[src/rtl/npu_booth_mac_seq_pkg.sv]
// Shared types for the Booth MAC sequencer: FSM state encoding, Booth digit codes
// and the digits-per-product derivation.
package npu_booth_mac_seq_pkg;

   typedef enum logic [1:0] {
      NPU_MAC_IDLE = 2'd0,
      NPU_MAC_MUL  = 2'd1,
      NPU_MAC_OUT  = 2'd2
   } state_t;

   // Booth digit code: [2] = negate, [1:0] = magnitude
   localparam int unsigned BOOTH_NEG   = 2;
   localparam logic [1:0]  BOOTH_MAG_0 = 2'd0;
   localparam logic [1:0]  BOOTH_MAG_1 = 2'd1;
   localparam logic [1:0]  BOOTH_MAG_2 = 2'd2;

   function automatic int booth_ndig(input int dwb);
      return dwb / 2 + 1;
   endfunction

   function automatic logic [2:0] booth_code(input logic [2:0] win);
      logic [2:0] code;
      case (win)
         3'b001, 3'b010: code = {1'b0, BOOTH_MAG_1};
         3'b011:         code = {1'b0, BOOTH_MAG_2};
         3'b100:         code = {1'b1, BOOTH_MAG_2};
         3'b101, 3'b110: code = {1'b1, BOOTH_MAG_1};
         default:        code = {1'b0, BOOTH_MAG_0};
      endcase
      return code;
   endfunction

endpackage

[src/rtl/npu_booth_mac_seq_if.sv]
// Operand / result handshake bundle between cube operand fetch, the MAC lane and writeback.
interface npu_booth_mac_seq_if #(
   parameter int DWA = 8,
   parameter int DWB = 8,
   parameter int DWS = 21
);
   logic           in_valid;
   logic           in_ready;
   logic [DWA-1:0] in_a;
   logic [DWB-1:0] in_b;
   logic           in_signed;
   logic           in_last;
   logic           out_valid;
   logic           out_ready;
   logic [DWS-1:0] out_sum;
   logic           busy;

   modport master (
      output in_valid, in_a, in_b, in_signed, in_last, out_ready,
      input  in_ready, out_valid, out_sum, busy
   );

   modport slave (
      input  in_valid, in_a, in_b, in_signed, in_last, out_ready,
      output in_ready, out_valid, out_sum, busy
   );
endinterface

[src/rtl/npu_booth_pp_gen.sv]
// Radix-4 Booth partial-product generator: one digit window in, pp (pre carry-in),
// negate carry-in and the inverted-MSB sign-extension word out.
module npu_booth_pp_gen
   import npu_booth_mac_seq_pkg::*;
#(
   parameter int DWPPLEN = 10
) (
   input  logic [DWPPLEN-1:0] a_ext,
   input  logic [2:0]         win,
   output logic [DWPPLEN-1:0] pp,
   output logic               neg,
   output logic [DWPPLEN-1:0] se_word
);
   logic [2:0]         code;
   logic [DWPPLEN-1:0] mag;

   always_comb begin
      code = booth_code(win);
      case (code[1:0])
         BOOTH_MAG_1: mag = a_ext;
         BOOTH_MAG_2: mag = {a_ext[DWPPLEN-2:0], 1'b0};
         default:     mag = '0;
      endcase
      neg     = code[BOOTH_NEG];
      // negation finishes with neg as a carry-in in the accumulator add
      pp      = neg ? ~mag : mag;
      se_word = {~pp[DWPPLEN-1], pp[DWPPLEN-2:0]};
   end
endmodule

[src/rtl/npu_booth_mac_seq.sv]
// Iterative radix-4 Booth MAC sequencer, one digit per cycle, dot product over a vector.
// Define NPU_MAC_SAT_EN for per-element products with saturating accumulation; default wraps.
//
//  state | meaning
//  IDLE  | waiting for an operand pair; accumulator holds any open vector
//  MUL   | one Booth digit per cycle, NDIG cycles per element
//  OUT   | out_sum valid, held until out_ready
module npu_booth_mac_seq
   import npu_booth_mac_seq_pkg::*;
#(
   parameter int DWA     = 8,
   parameter int DWB     = 8,
   parameter int DWS     = 21,
   parameter int DWPPLEN = DWA + 2
) (
   input  logic               clk,
   input  logic               rst,
   npu_booth_mac_seq_if.slave bus
);
   localparam int NDIG = booth_ndig(DWB);
   localparam int DCW  = $clog2(NDIG);
   localparam logic [DCW-1:0] LAST_DIG = DCW'(NDIG - 1);
`ifdef NPU_MAC_SAT_EN
   localparam int TW = DWA + DWB + 2;
`else
   localparam int TW = DWS;
`endif
   localparam logic [TW-1:0] SE_CORR = {TW{1'b1}} << (DWPPLEN - 1);

   state_t             state_q, state_d;
   logic [DCW-1:0]     dig_cnt;
   logic [DWPPLEN-1:0] a_ext;
   logic [DWB+2:0]     b_sh;
   logic               last_q;
   logic [DWS-1:0]     acc;
   logic [DWS-1:0]     acc_nx;
   logic               in_ready, out_valid, busy;
   logic               accept, last_dig, out_hs;
   logic [DWPPLEN-1:0] pp, se_word;
   logic               neg;
   logic [TW-1:0]      term;
   logic               unused_pp;

   assign accept   = bus.in_valid & in_ready;
   assign last_dig = (state_q == NPU_MAC_MUL) && (dig_cnt == LAST_DIG);
   assign out_hs   = out_valid & bus.out_ready;

   npu_booth_pp_gen #(.DWPPLEN(DWPPLEN)) u_pp_gen (
      .a_ext   (a_ext),
      .win     (b_sh[2:0]),
      .pp      (pp),
      .neg     (neg),
      .se_word (se_word)
   );

   // se_word carries everything pp does; pp stays as a debug tap
   assign unused_pp = ^pp;

   // Inverted-MSB scheme: the sign-extension ones come back in as the constant SE_CORR
   assign term = (TW'(se_word) + SE_CORR + TW'(neg)) << {dig_cnt, 1'b0};

   always_ff @(posedge clk or posedge rst) begin
      if (rst) state_q <= NPU_MAC_IDLE;
      else     state_q <= state_d;
   end

   always_comb begin
      state_d = state_q;
      case (state_q)
         NPU_MAC_IDLE: if (bus.in_valid) state_d = NPU_MAC_MUL;
         NPU_MAC_MUL: begin
            if (last_dig) begin
               if (last_q)             state_d = NPU_MAC_OUT;
               else if (!bus.in_valid) state_d = NPU_MAC_IDLE;
            end
         end
         NPU_MAC_OUT: if (bus.out_ready) state_d = NPU_MAC_IDLE;
         default: state_d = NPU_MAC_IDLE;
      endcase
   end

   always_comb begin
      in_ready  = 1'b0;
      out_valid = 1'b0;
      busy      = 1'b1;
      case (state_q)
         NPU_MAC_IDLE: begin
            in_ready = 1'b1;
            busy     = 1'b0;
         end
         NPU_MAC_MUL: in_ready  = last_dig & ~last_q;
         NPU_MAC_OUT: out_valid = 1'b1;
         default: ;
      endcase
   end

   assign bus.in_ready  = in_ready;
   assign bus.out_valid = out_valid;
   assign bus.busy      = busy;
   assign bus.out_sum   = out_valid ? acc : '0;

`ifdef NPU_MAC_SAT_EN
   localparam logic [DWS-1:0] ACC_MAX = {1'b0, {(DWS-1){1'b1}}};
   localparam logic [DWS-1:0] ACC_MIN = {1'b1, {(DWS-1){1'b0}}};

   logic [TW-1:0] prod_q, prod_nx;
   logic [DWS:0]  sat_sum;

   always_comb begin
      prod_nx = ((dig_cnt == '0) ? '0 : prod_q) + term;
      sat_sum = {acc[DWS-1], acc} + {{(DWS+1-TW){prod_nx[TW-1]}}, prod_nx};
      if (sat_sum[DWS] != sat_sum[DWS-1]) acc_nx = sat_sum[DWS] ? ACC_MIN : ACC_MAX;
      else                                acc_nx = sat_sum[DWS-1:0];
   end
`else
   assign acc_nx = acc + term;
`endif

   always_ff @(posedge clk or posedge rst) begin
      if (rst) begin
         dig_cnt <= '0;
         a_ext   <= '0;
         b_sh    <= '0;
         last_q  <= 1'b0;
         acc     <= '0;
`ifdef NPU_MAC_SAT_EN
         prod_q  <= '0;
`endif
      end else begin
         if (state_q == NPU_MAC_MUL) begin
            dig_cnt <= last_dig ? '0 : dig_cnt + 1'b1;
            b_sh    <= b_sh >> 2;
`ifdef NPU_MAC_SAT_EN
            prod_q  <= prod_nx;
            if (last_dig) acc <= acc_nx;
`else
            acc     <= acc_nx;
`endif
         end
         if (accept) begin
            a_ext   <= {{2{bus.in_signed & bus.in_a[DWA-1]}}, bus.in_a};
            b_sh    <= {{2{bus.in_signed & bus.in_b[DWB-1]}}, bus.in_b, 1'b0};
            last_q  <= bus.in_last;
            dig_cnt <= '0;
         end
         if (out_hs) acc <= '0;
      end
   end
endmodule

[src/flat_wrapper.sv]
// flat-port wrapper written by rule: the top's interface ports become plain ports
module npu_booth_mac_seq_flat import npu_booth_mac_seq_pkg::*;
#(
   parameter int DWA     = 8,
   parameter int DWB     = 8,
   parameter int DWS     = 21,
   parameter int DWPPLEN = DWA + 2
)
  (clk, rst, bus_in_valid, bus_in_a, bus_in_b, bus_in_signed, bus_in_last, bus_out_ready, bus_in_ready, bus_out_valid, bus_out_sum, bus_busy);
  npu_booth_mac_seq_if #(.DWA(DWA), .DWB(DWB), .DWS(DWS)) bus_i ();
  input  logic clk;
  input  logic rst;
  input wire logic [$bits(bus_i.in_valid)-1:0] bus_in_valid;
  input wire logic [$bits(bus_i.in_a)-1:0] bus_in_a;
  input wire logic [$bits(bus_i.in_b)-1:0] bus_in_b;
  input wire logic [$bits(bus_i.in_signed)-1:0] bus_in_signed;
  input wire logic [$bits(bus_i.in_last)-1:0] bus_in_last;
  input wire logic [$bits(bus_i.out_ready)-1:0] bus_out_ready;
  output wire logic [$bits(bus_i.in_ready)-1:0] bus_in_ready;
  output wire logic [$bits(bus_i.out_valid)-1:0] bus_out_valid;
  output wire logic [$bits(bus_i.out_sum)-1:0] bus_out_sum;
  output wire logic [$bits(bus_i.busy)-1:0] bus_busy;
  assign bus_i.in_valid = bus_in_valid;
  assign bus_i.in_a = bus_in_a;
  assign bus_i.in_b = bus_in_b;
  assign bus_i.in_signed = bus_in_signed;
  assign bus_i.in_last = bus_in_last;
  assign bus_i.out_ready = bus_out_ready;
  assign bus_in_ready = bus_i.in_ready;
  assign bus_out_valid = bus_i.out_valid;
  assign bus_out_sum = bus_i.out_sum;
  assign bus_busy = bus_i.busy;
  npu_booth_mac_seq #(.DWA(DWA), .DWB(DWB), .DWS(DWS), .DWPPLEN(DWPPLEN)) u_core (.clk(clk), .rst(rst), .bus(bus_i));
endmodule
[config.mk]
export PLATFORM = sky130hd
export DESIGN_NAME = npu_booth_mac_seq_flat
export DESIGN_NICKNAME = d
export VERILOG_FILES = /design/src/rtl/npu_booth_mac_seq_pkg.sv /design/src/rtl/npu_booth_mac_seq_if.sv /design/src/rtl/npu_booth_pp_gen.sv /design/src/rtl/npu_booth_mac_seq.sv /design/src/flat_wrapper.sv
export SDC_FILE = /design/constraint.sdc
export NUM_CORES = 1
export LEC_CHECK = 0
export ABC_CLOCK_PERIOD_IN_PS = 6250
export BUFFER_PORTS_ARGS = -buffer_cell sky130_fd_sc_hd__buf_2
export CAP_MARGIN = 15
export CORE_UTILIZATION = 40
export DETAILED_ROUTE_END_ITERATION = 10
export PLACE_DENSITY = 0.64
export SLEW_MARGIN = 20
export SYNTH_ARGS = -nofsm -noshare
export SYNTH_HDL_FRONTEND = slang
export SYNTH_SLANG_ARGS = --single-unit
[constraint.sdc]
create_clock -name clk -period 6.25 [get_ports clk]
set_clock_uncertainty 0.05 [all_clocks]
set_input_delay 0.3125 -clock clk [delete_from_list [all_inputs] [get_ports clk]]
set_output_delay 0.3125 -clock clk [all_outputs]
set_load 0.05 [all_outputs]
==> impl_metrics.py, run 1 <==
metrics = {
    "status": {
        "status": "finished clean",
    },
    "route": {
        "drt_iter0_markers": 190,
        "dr.pass1.iters": 5,
        "vias": 3858,
        "drt-total-wl_um": 10100,
        "drt-vias-per-instance": 5.67,
        "ant_nets": 0,
        "wire_per_inst_um": 14.8,
        "drc": 0,
    },
    "sta": {
        "slew_violations": 0,
        "worst_pin_slew_ns": 0.879,
        "finalCritPeriodShare_pct": 92.2,
        "fmax_mhz": 174,
        "finalCriticalPeriod_ns": 5.76,
        "relSlewSlack_pct": 41.4,
        "finalSetupViolCount": 0,
        "rsz0062_at_grt": "false",
        "fin_setup_tns_ns": 0,
        "finalHoldViolations": 0,
    },
    "cells_and_area": {
        "fin_nets": 595,
        "area_growth_pct": 9.43,
        "diodes": 0,
        "nFillCells": 1022,
        "drive_above_1_share_pct": 15.8,
        "register_area_um2": 1150,
        "multi_input_area_um2": 2930,
        "design_area_um2": 4660,
    },
    "die": {
        "core_um2": 10300,
        "io_pins": 46,
        "start_util_pct": 41.2,
        "row_count": 37,
        "die_w_um": 105,
        "die_area_um2": 11100,
        "die_h_um": 105,
    },
    "placement": {
        "gp_congestion": 0.868,
        "port_buffers": 45,
        "place_area_um2": 4550,
        "hpwl_um": 7490,
    },
    "grt": {
        "grt_max_degree": 47,
        "grt_pass1_vias": 3686,
        "grt_overflow": 0,
        "grt_pass1_wl_um": 17200,
        "antenna_found_initial": 0,
        "gr-usage-all-layers_pct": 19.2,
    },
    "synthesis": {
        "avgSynthCellArea_um2": 8.24,
        "ys_warn_count": 0,
        "syn_area_um2": 4260,
        "ys_async_sr_fraction_pct": 100,
        "syn-instance-count": 517,
        "synth_area_leaders": "dfrtp_1 (27%), ha_1 (8.5%), o21ai_0 (5.5%)",
        "synth-edff-count": 0,
        "synth.ff_latch_count": 46,
        "synth_ff_type": "dfrtp_1",
        "yosys.area.top_type_share_pct": 27.0,
        "ys_seq_area_share_pct": 27.0,
        "synth_top_cell_by_area": "dfrtp_1",
        "ys_types": 66,
        "syn-num-nets": 569,
    },
    "critical_path": {
        "cp-end-kind": "register",
        "crit_path_start_kind": "register",
        "required_ns": 6.40,
        "cp.arrival_ns": 5.91,
        "path_class": "register to register",
        "worstPathMaxFanout": 13,
    },
    "clock_network": {
        "ctsRootBufferMaster": "clkbuf_8",
        "clock_latency_ns": 0.32,
        "cts_tree": "yes",
        "clk_path_buf_depth": 2,
        "cts.sinks": 46,
        "numCtsBuffers": 5,
        "cts_setup_buffers": 0,
        "clk_pin_slew_worst_paths_ns": 0.10,
        "htreeDepth": 2,
    },
    "run": {
        "cap_violations": 0,
    },
    "min_path": {
        "hp-class": "input port to async pin",
    },
}
-- routing by layer --
| metal | global-route usage [%] | vias up | part of all wire, % |
|---|---|---|---|
| met4 | 4.02 | 0 | 0.87 |
| met1 | 25.6 | 1842 | 49 |
| met5 | 0 | - | 0 |
| met3 | 2.62 | 8 | 3.0 |
| met2 | 33.1 | 76 | 47 |
| li1 | - | 1932 | - |
-- state kept, by name, indices dropped and copies added (netlist names) --
signal          cells
u_core.state_q      2
u_core.b_sh        10
u_core.a_ext        9
u_core.acc         21
u_core.last_q       1
u_core.dig_cnt      3
-- layout make-up --
cell class / instances / area share (%)
clock buffers: 5 / 1.48
clock inverters: 3 / 0.537
inverters: 17 / 1.40
multi-input cells: 425 / 62.9
flip-flops and latches: 46 / 24.7
well taps: 136 / 3.65
repair buffers: 48 / 5.32
-- timing repair --
action                                  CTS  global route
hold buffers                              0             0
gates resized for setup                   0             1
endpoints found under the setup margin    0             1
-- per-stage QoR --
| step | hold WS (ns) | setup WS [ns] | instances | utilization (%) |
|---|---|---|---|---|
| 6_report | 0.0790 | 0.490 | 680 | 45.1 |
| 5_1_grt | 0.130 | 0.0608 | 680 | 45.1 |
| 4_1_cts | 0.124 | 0.461 | 680 | 45.0 |
| 3_5_place_dp | 0.455 | 0.521 | 672 | 44.1 |
| 3_3_place_gp | 0.442 | 0.708 | 672 | 44.1 |
| 2_1_floorplan | 0.354 | 1.17 | 517 | - |
-- cells in the mapped netlist (all sizes together) (11+ instances only) --
cell and instances:
nor3 21, o21ai 48, and2 25, inv 16
dfrtp 46, mux2i 14, a21oi 37, xnor2 22
nor2 26, nand3 11, ha 29, clkbuf 22
mux2 14, nand2 60
-- path summary, 6_finish.rpt --
check,start,endpoint,slack [ns],depth (start not counted)
worst max-delay path,u_core.b_sh[1],u_core.acc[20],0.49,24
worst min-delay path,rst,u_core.acc[12],0.08,2
worst max register to register,u_core.b_sh[1],u_core.acc[20],0.49,24
worst min register to register,u_core.acc[11],u_core.acc[11],0.47,2
max in group asynchronous,rst,u_core.b_sh[2],5.57,2
min in group clk,bus_out_ready,u_core.state_q[1],0.13,2
-- worst max-delay path, cell delays in order (launching register included) --
cell       delay [ns]
dfrtp_1          0.43
nand2b_1         0.16
o22a_1           0.19
inv_1            0.06
ha_1             0.42
a22oi_1          0.13
nor2_1           0.36
xnor2_1          0.18
ha_1             0.42
nand2_1          0.09
o22ai_1          0.23
xnor2_1          0.17
mux2i_1          0.25
nor2_1           0.08
mux2_2           0.27
mux2i_1          0.33
ha_1             0.21
nand2_1          0.09
nor3_1           0.29
o2111ai_1        0.25
a31oi_1          0.28
o41ai_2          0.14
and4_1           0.21
a311oi_1         0.25
nand3_1          0.11
-- logic make-up (layout without fill, tap and decap cells) --
group / Yosys count / after routing / synth area share [%]
xor gates and xnor gates: 29 / 29 / 5.97
AOI/OAI and AO/OA: 168 / 168 / 26.8
muxes: 28 / 28 / 7.17
DFF: 46 / 46 / 27.0
adders and majority gates: 30 / 30 / 8.99
and+or+nand+nor: 170 / 170 / 19.5
buffers and inverters: 46 / 73 / 4.50
-- cell usage in the layout (no fill, tap or decap), drive strengths merged, types with 4 or more instances in the layout --
cell | Yosys | final
ha | 29 | 29
and2 | 25 | 25
nor3 | 21 | 21
o22ai | 4 | 4
nand2 | 60 | 60
o21ai | 48 | 48
buf | 7 | 48
inv | 16 | 16
xor2 | 7 | 7
a21o | 9 | 9
and3 | 7 | 7
dfrtp | 46 | 46
a31oi | 4 | 4
a22o | 4 | 4
a22oi | 8 | 8
clkbuf | 22 | 5
a211oi | 6 | 6
nor2 | 26 | 26
o211ai | 5 | 5
a21oi | 37 | 37
nor2b | 5 | 5
mux2 | 14 | 14
o21a | 7 | 7
o21bai | 5 | 5
or2 | 4 | 4
mux2i | 14 | 14
xnor2 | 22 | 22
nand3 | 11 | 11
Power of run 1 is not shown: default switching activity piles up to over one toggle a cycle in this logic, so the estimate is an artifact.
==> run 2, diff against run 1 <==
- GPL_TIMING_DRIVEN: default -> 0
- PLACE_DENSITY: 0.64 -> 0.66
==> impl_metrics.py, run 2 (synthesized netlist as in run 1, its figures left out) <==
metrics = {
    "sta": {
        "finalHoldViolations": 0,
        "slew_violations": 0,
        "worst_pin_slew_ns": 0.675,
        "fin_setup_tns_ns": 0,
        "finalCriticalPeriod_ns": 5.80,
        "rsz0062_at_grt": "false",
        "finalSetupViolCount": 0,
        "fmax_mhz": 172,
        "hold-worst-slack_ns": 0.123,
        "relSlewSlack_pct": 55.0,
        "finalCritPeriodShare_pct": 92.8,
    },
    "cells_and_area": {
        "nFillCells": 1032,
        "area_growth_pct": 12.6,
        "fin_nets": 622,
        "layout_commonest_cell": "nand2_1",
        "regMostFlops": "u_core.acc",
        "largest_reg_flops": 21,
        "diodes": 0,
        "largestRegisters": "u_core.acc: 21 flops, u_core.b_sh: 10 flops, u_core.a_ext: 9 flops",
        "layout_common_cells": "nand2_1 (60), buf_2 (48), o21ai_0 (47)",
        "postLayoutCoreUtil_pct": 46.4,
        "drive_above_1_share_pct": 15.6,
    },
    "critical_path": {
        "path_class": "register to register",
        "cp_slowest_cell": "dfrtp_1",
        "required_ns": 6.41,
        "ff2ff_path_depth": 26,
        "cp-end-kind": "register",
        "worst_path_largest_cell_delay_ns": 0.44,
        "cp.arrival_ns": 5.96,
        "crit_path_start_kind": "register",
        "crit_top_cell": "ha_1",
        "worstPathMaxFanout": 10,
    },
    "grt": {
        "use_met1_pct": 27.4,
        "grt_pass1_wl_um": 18500,
        "gr-usage-all-layers_pct": 20.7,
        "grt_pass1_vias": 3910,
        "grt_max_degree": 33,
        "grt_overflow": 0,
        "use_met2_pct": 35.1,
        "grt.busiest_layer": "met2",
        "antenna_found_initial": 0,
        "grtUsageMet3_pct": 3.37,
    },
    "clock_network": {
        "ctsRootBufferMaster": "clkbuf_8",
        "htreeDepth": 2,
        "clk_path_buf_depth": 2,
        "numCtsBuffers": 5,
        "cts_tree": "yes",
        "cts.sinks": 46,
        "clock_latency_ns": 0.32,
        "clk_pin_slew_worst_paths_ns": 0.10,
        "cts_setup_buffers": 0,
    },
    "die": {
        "core_um2": 10300,
        "die_w_um": 105,
        "io_pins": 46,
        "die_area_um2": 11100,
        "row_count": 37,
        "start_util_pct": 41.2,
        "die_h_um": 105,
    },
    "route": {
        "wire_per_inst_um": 15.2,
        "drt-total-wl_um": 10800,
        "drc": 0,
        "drt_iter0_markers": 273,
        "drt-vias-per-instance": 5.64,
        "ant_nets": 0,
        "vias": 3987,
        "dr.pass1.iters": 5,
    },
    "status": {
        "status": "finished clean",
    },
    "run": {
        "cap_violations": 0,
    },
    "placement": {
        "gp_congestion": 0.924,
        "hpwl_um": 8300,
        "port_buffers": 45,
    },
    "min_path": {
        "hp-class": "input port to register",
        "min_path_cells": 2,
    },
}
==> run 2: final timing paths <==
check / startpoint / endpoint / slack (ns)
worst max-delay path: u_core.b_sh[1] / u_core.acc[20] / 0.45
worst min-delay path: bus_out_ready / u_core.state_q[1] / 0.12
worst max register to register: u_core.b_sh[1] / u_core.acc[20] / 0.45
worst min register to register: u_core.acc[3] / u_core.acc[3] / 0.47
max in group asynchronous: rst / u_core.a_ext[5] / 5.18
min in group asynchronous: rst / u_core.acc[13] / 0.47
==> run 2: per-layer routing <==
metal | share of wire [%] | up-vias
li1 | - | 1989
met1 | 48 | 1914
met2 | 47 | 76
met3 | 3.8 | 8
met4 | 1.1 | 0
met5 | 0 | -
==> run 2: per-stage QoR <==
stage               worst slack, ns  cell area, µm²  instances
floorplan                      1.17            4260        517
global placement              0.150            4650        698
detailed placement           0.0191            4670        699
CTS                           0.142            4780        708
global route                 0.0132            4790        707
finish                        0.448            4790        707
==> run 2: timing repair <==
action,in CTS,in global routing
gates resized for setup,1,2
hold endpoints to repair,14,0
endpoints found under the setup margin,1,4
cloned,0,0
hold buffers,1,0
==> run 2: final cells by class <==
class | instances | area, µm² | area share, %
Tap cell | 136 | 170 | 3.55
Inverter | 17 | 63.8 | 1.33
Buffer | 28 | 124 | 2.58
Clock inverter | 3 | 25.0 | 0.522
Sequential cell | 46 | 1150 | 24.0
Multi-Input combinational cell | 425 | 2940 | 61.2
Timing Repair Buffer | 47 | 255 | 5.32
Clock buffer | 5 | 68.8 | 1.44
==> run 2: worst max-delay path: cells and delay by family, from the launching register on <==
kind,cells,cell delay (ns)
AOI/OAI and AO/OA,7,1.53
and+or+nand+nor,8,1.43
muxes,3,0.82
adders and majority gates,3,0.58
buffers and inverters,3,0.47
DFF,1,0.44
xor gates and xnor gates,2,0.37
Power of run 2 is left out for the same reason.
==> run 3, diff against run 2 <==
- ABC_CLOCK_PERIOD_IN_PS: 6250 -> 5300
- PLACE_DENSITY: 0.66 -> 0.68
- clock period: 6.25 -> 5.3 ns (I/O delays scaled with it)
==> impl_metrics.py, run 3 (synthesized netlist as in run 1, its figures left out) <==
metrics = {
    "route": {
        "drt-vias-per-instance": 5.67,
        "wire_per_inst_um": 16.1,
        "drt_iter0_markers": 324,
        "vias": 4132,
        "dr.pass1.iters": 5,
        "drc": 0,
        "drt-total-wl_um": 11700,
        "ant_nets": 0,
    },
    "placement": {
        "port_buffers": 45,
        "pre_cts_ws_ns": -0.874,
        "hpwl_um": 8500,
        "gp_congestion": 0.939,
    },
    "grt": {
        "grt_pass1_vias": 4109,
        "grt_max_degree": 33,
        "gr-usage-all-layers_pct": 21.7,
        "antenna_found_initial": 0,
        "grt_overflow": 0,
        "grt_pass1_wl_um": 19500,
    },
    "clock_network": {
        "numCtsBuffers": 5,
        "cts.sinks": 46,
        "htreeDepth": 2,
        "clk_path_buf_depth": 2,
        "cts_tree": "yes",
        "ctsRootBufferMaster": "clkbuf_8",
        "clock_latency_ns": 0.32,
        "clk_pin_slew_worst_paths_ns": 0.10,
    },
    "run": {
        "cap_violations": 0,
    },
    "sta": {
        "worst_pin_slew_ns": 0.666,
        "finalHoldViolations": 0,
        "slew_violations": 0,
        "finalCritPeriodShare_pct": 98.3,
        "finalSetupViolCount": 0,
        "relSlewSlack_pct": 55.6,
        "worst_slack_ns": 0.0875,
        "finalCriticalPeriod_ns": 5.21,
        "rsz0062_at_grt": "true",
        "fmax_mhz": 192,
    },
    "critical_path": {
        "cp-end-kind": "register",
        "crit_path_start_kind": "register",
        "worstPathMaxFanout": 8,
        "path_class": "register to register",
        "cp.arrival_ns": 5.37,
        "required_ns": 5.46,
    },
    "min_path": {
        "hp-class": "input port to register",
    },
    "status": {
        "status": "finished clean",
    },
    "cells_and_area": {
        "area_growth_pct": 22.7,
        "largestRegisters": "u_core.acc: 21 flops, u_core.b_sh: 10 flops, u_core.a_ext: 9 flops",
        "fin_nets": 644,
        "diodes": 0,
        "layout_common_cells": "nand2_1 (59), buf_2 (46), dfrtp_1 (44)",
        "regMostFlops": "u_core.acc",
        "largest_reg_flops": 21,
        "drive_above_1_share_pct": 24.1,
        "layout_commonest_cell": "nand2_1",
    },
    "die": {
        "die_h_um": 105,
        "row_count": 37,
        "start_util_pct": 41.2,
        "die_area_um2": 11100,
        "core_um2": 10300,
        "die_w_um": 105,
        "io_pins": 46,
    },
}
==> run 3: changes by cell type in the layout (fill, tap and decap cells not counted), sizes merged <==
cell      change
buf          +22
inv           +2
clkinv        -1
clkinvlp      -1
==> run 3: what timing repair did <==
item | CTS | global route
hold endpoints to repair | 14 | 0
endpoints found under the setup margin | 11 | 14
pin swaps | 5 | 22
resized for setup | 16 | 45
hold buffers | 1 | 0
buffers inserted | 3 | 18
==> run 3: worst paths after layout <==
check / start / end / slack, ns / cells after the start
min reg2reg: u_core.acc[3] / u_core.acc[3] / 0.47 / 2
max reg2reg: u_core.b_sh[1] / u_core.acc[20] / 0.09 / 24
max: u_core.b_sh[1] / u_core.acc[20] / 0.09 / 24
min in group asynchronous: rst / u_core.acc[13] / 0.39 / 3
min: bus_out_ready / u_core.state_q[1] / 0.08 / 2
max in group asynchronous: rst / u_core.b_sh[1] / 4.31 / 4
==> run 3: area by class of cell <==
cell class / instances / area, µm²
Buffer: 29 / 155
Clock buffer: 5 / 68.8
Clock inverter: 3 / 26.3
Fill cell: 983 / 5100
Inverter: 17 / 63.8
Multi-Input combinational cell: 425 / 3160
Sequential cell: 46 / 1150
Tap cell: 136 / 170
Timing Repair Buffer: 68 / 425
==> run 3: worst max-delay path, stage by stage, from the launching register on <==
cell,delay [ns]
dfrtp_2,0.44
nand2b_4,0.14
o22a_4,0.23
ha_4,0.26
buf_8,0.13
buf_8,0.11
nand3b_1,0.23
ha_4,0.24
ha_4,0.15
buf_6,0.13
a21o_1,0.19
a21oi_2,0.16
xnor2_1,0.14
mux2i_1,0.12
mux2i_1,0.22
o22ai_1,0.14
ha_1,0.37
nand4_1,0.20
nor3_2,0.29
o2111ai_2,0.20
a31oi_2,0.29
o41ai_4,0.10
and4_1,0.23
a311oi_2,0.19
nand3_1,0.11
==> run 3: layer usage <==
metal	wire (µm)	up-vias	track usage [%]	part of all wire [%]
met5	0	-	0	0
met4	154	0	5.43	1.3
met3	472	12	2.99	4.0
met2	5830	109	37.6	50
met1	5290	1994	28.4	45
li1	-	2017	-	-
==> run 3: per-stage QoR <==
step | TNS, ns | cells | utilization, % | area [µm²] | hold slack, ns
after floorplan | 0 | 517 | - | 4260 | 0.306
after global placement | -3.45 | 698 | 45.1 | 4650 | 0.418
after detailed placement | -3.90 | 699 | 45.3 | 4670 | 0.208
after CTS | 0 | 711 | 47.3 | 4880 | 0.0677
after global routing | -0.140 | 729 | 50.6 | 5230 | 0.0780
final | 0 | 729 | 50.6 | 5230 | 0.0768
Power of run 3 is left out for the same reason.
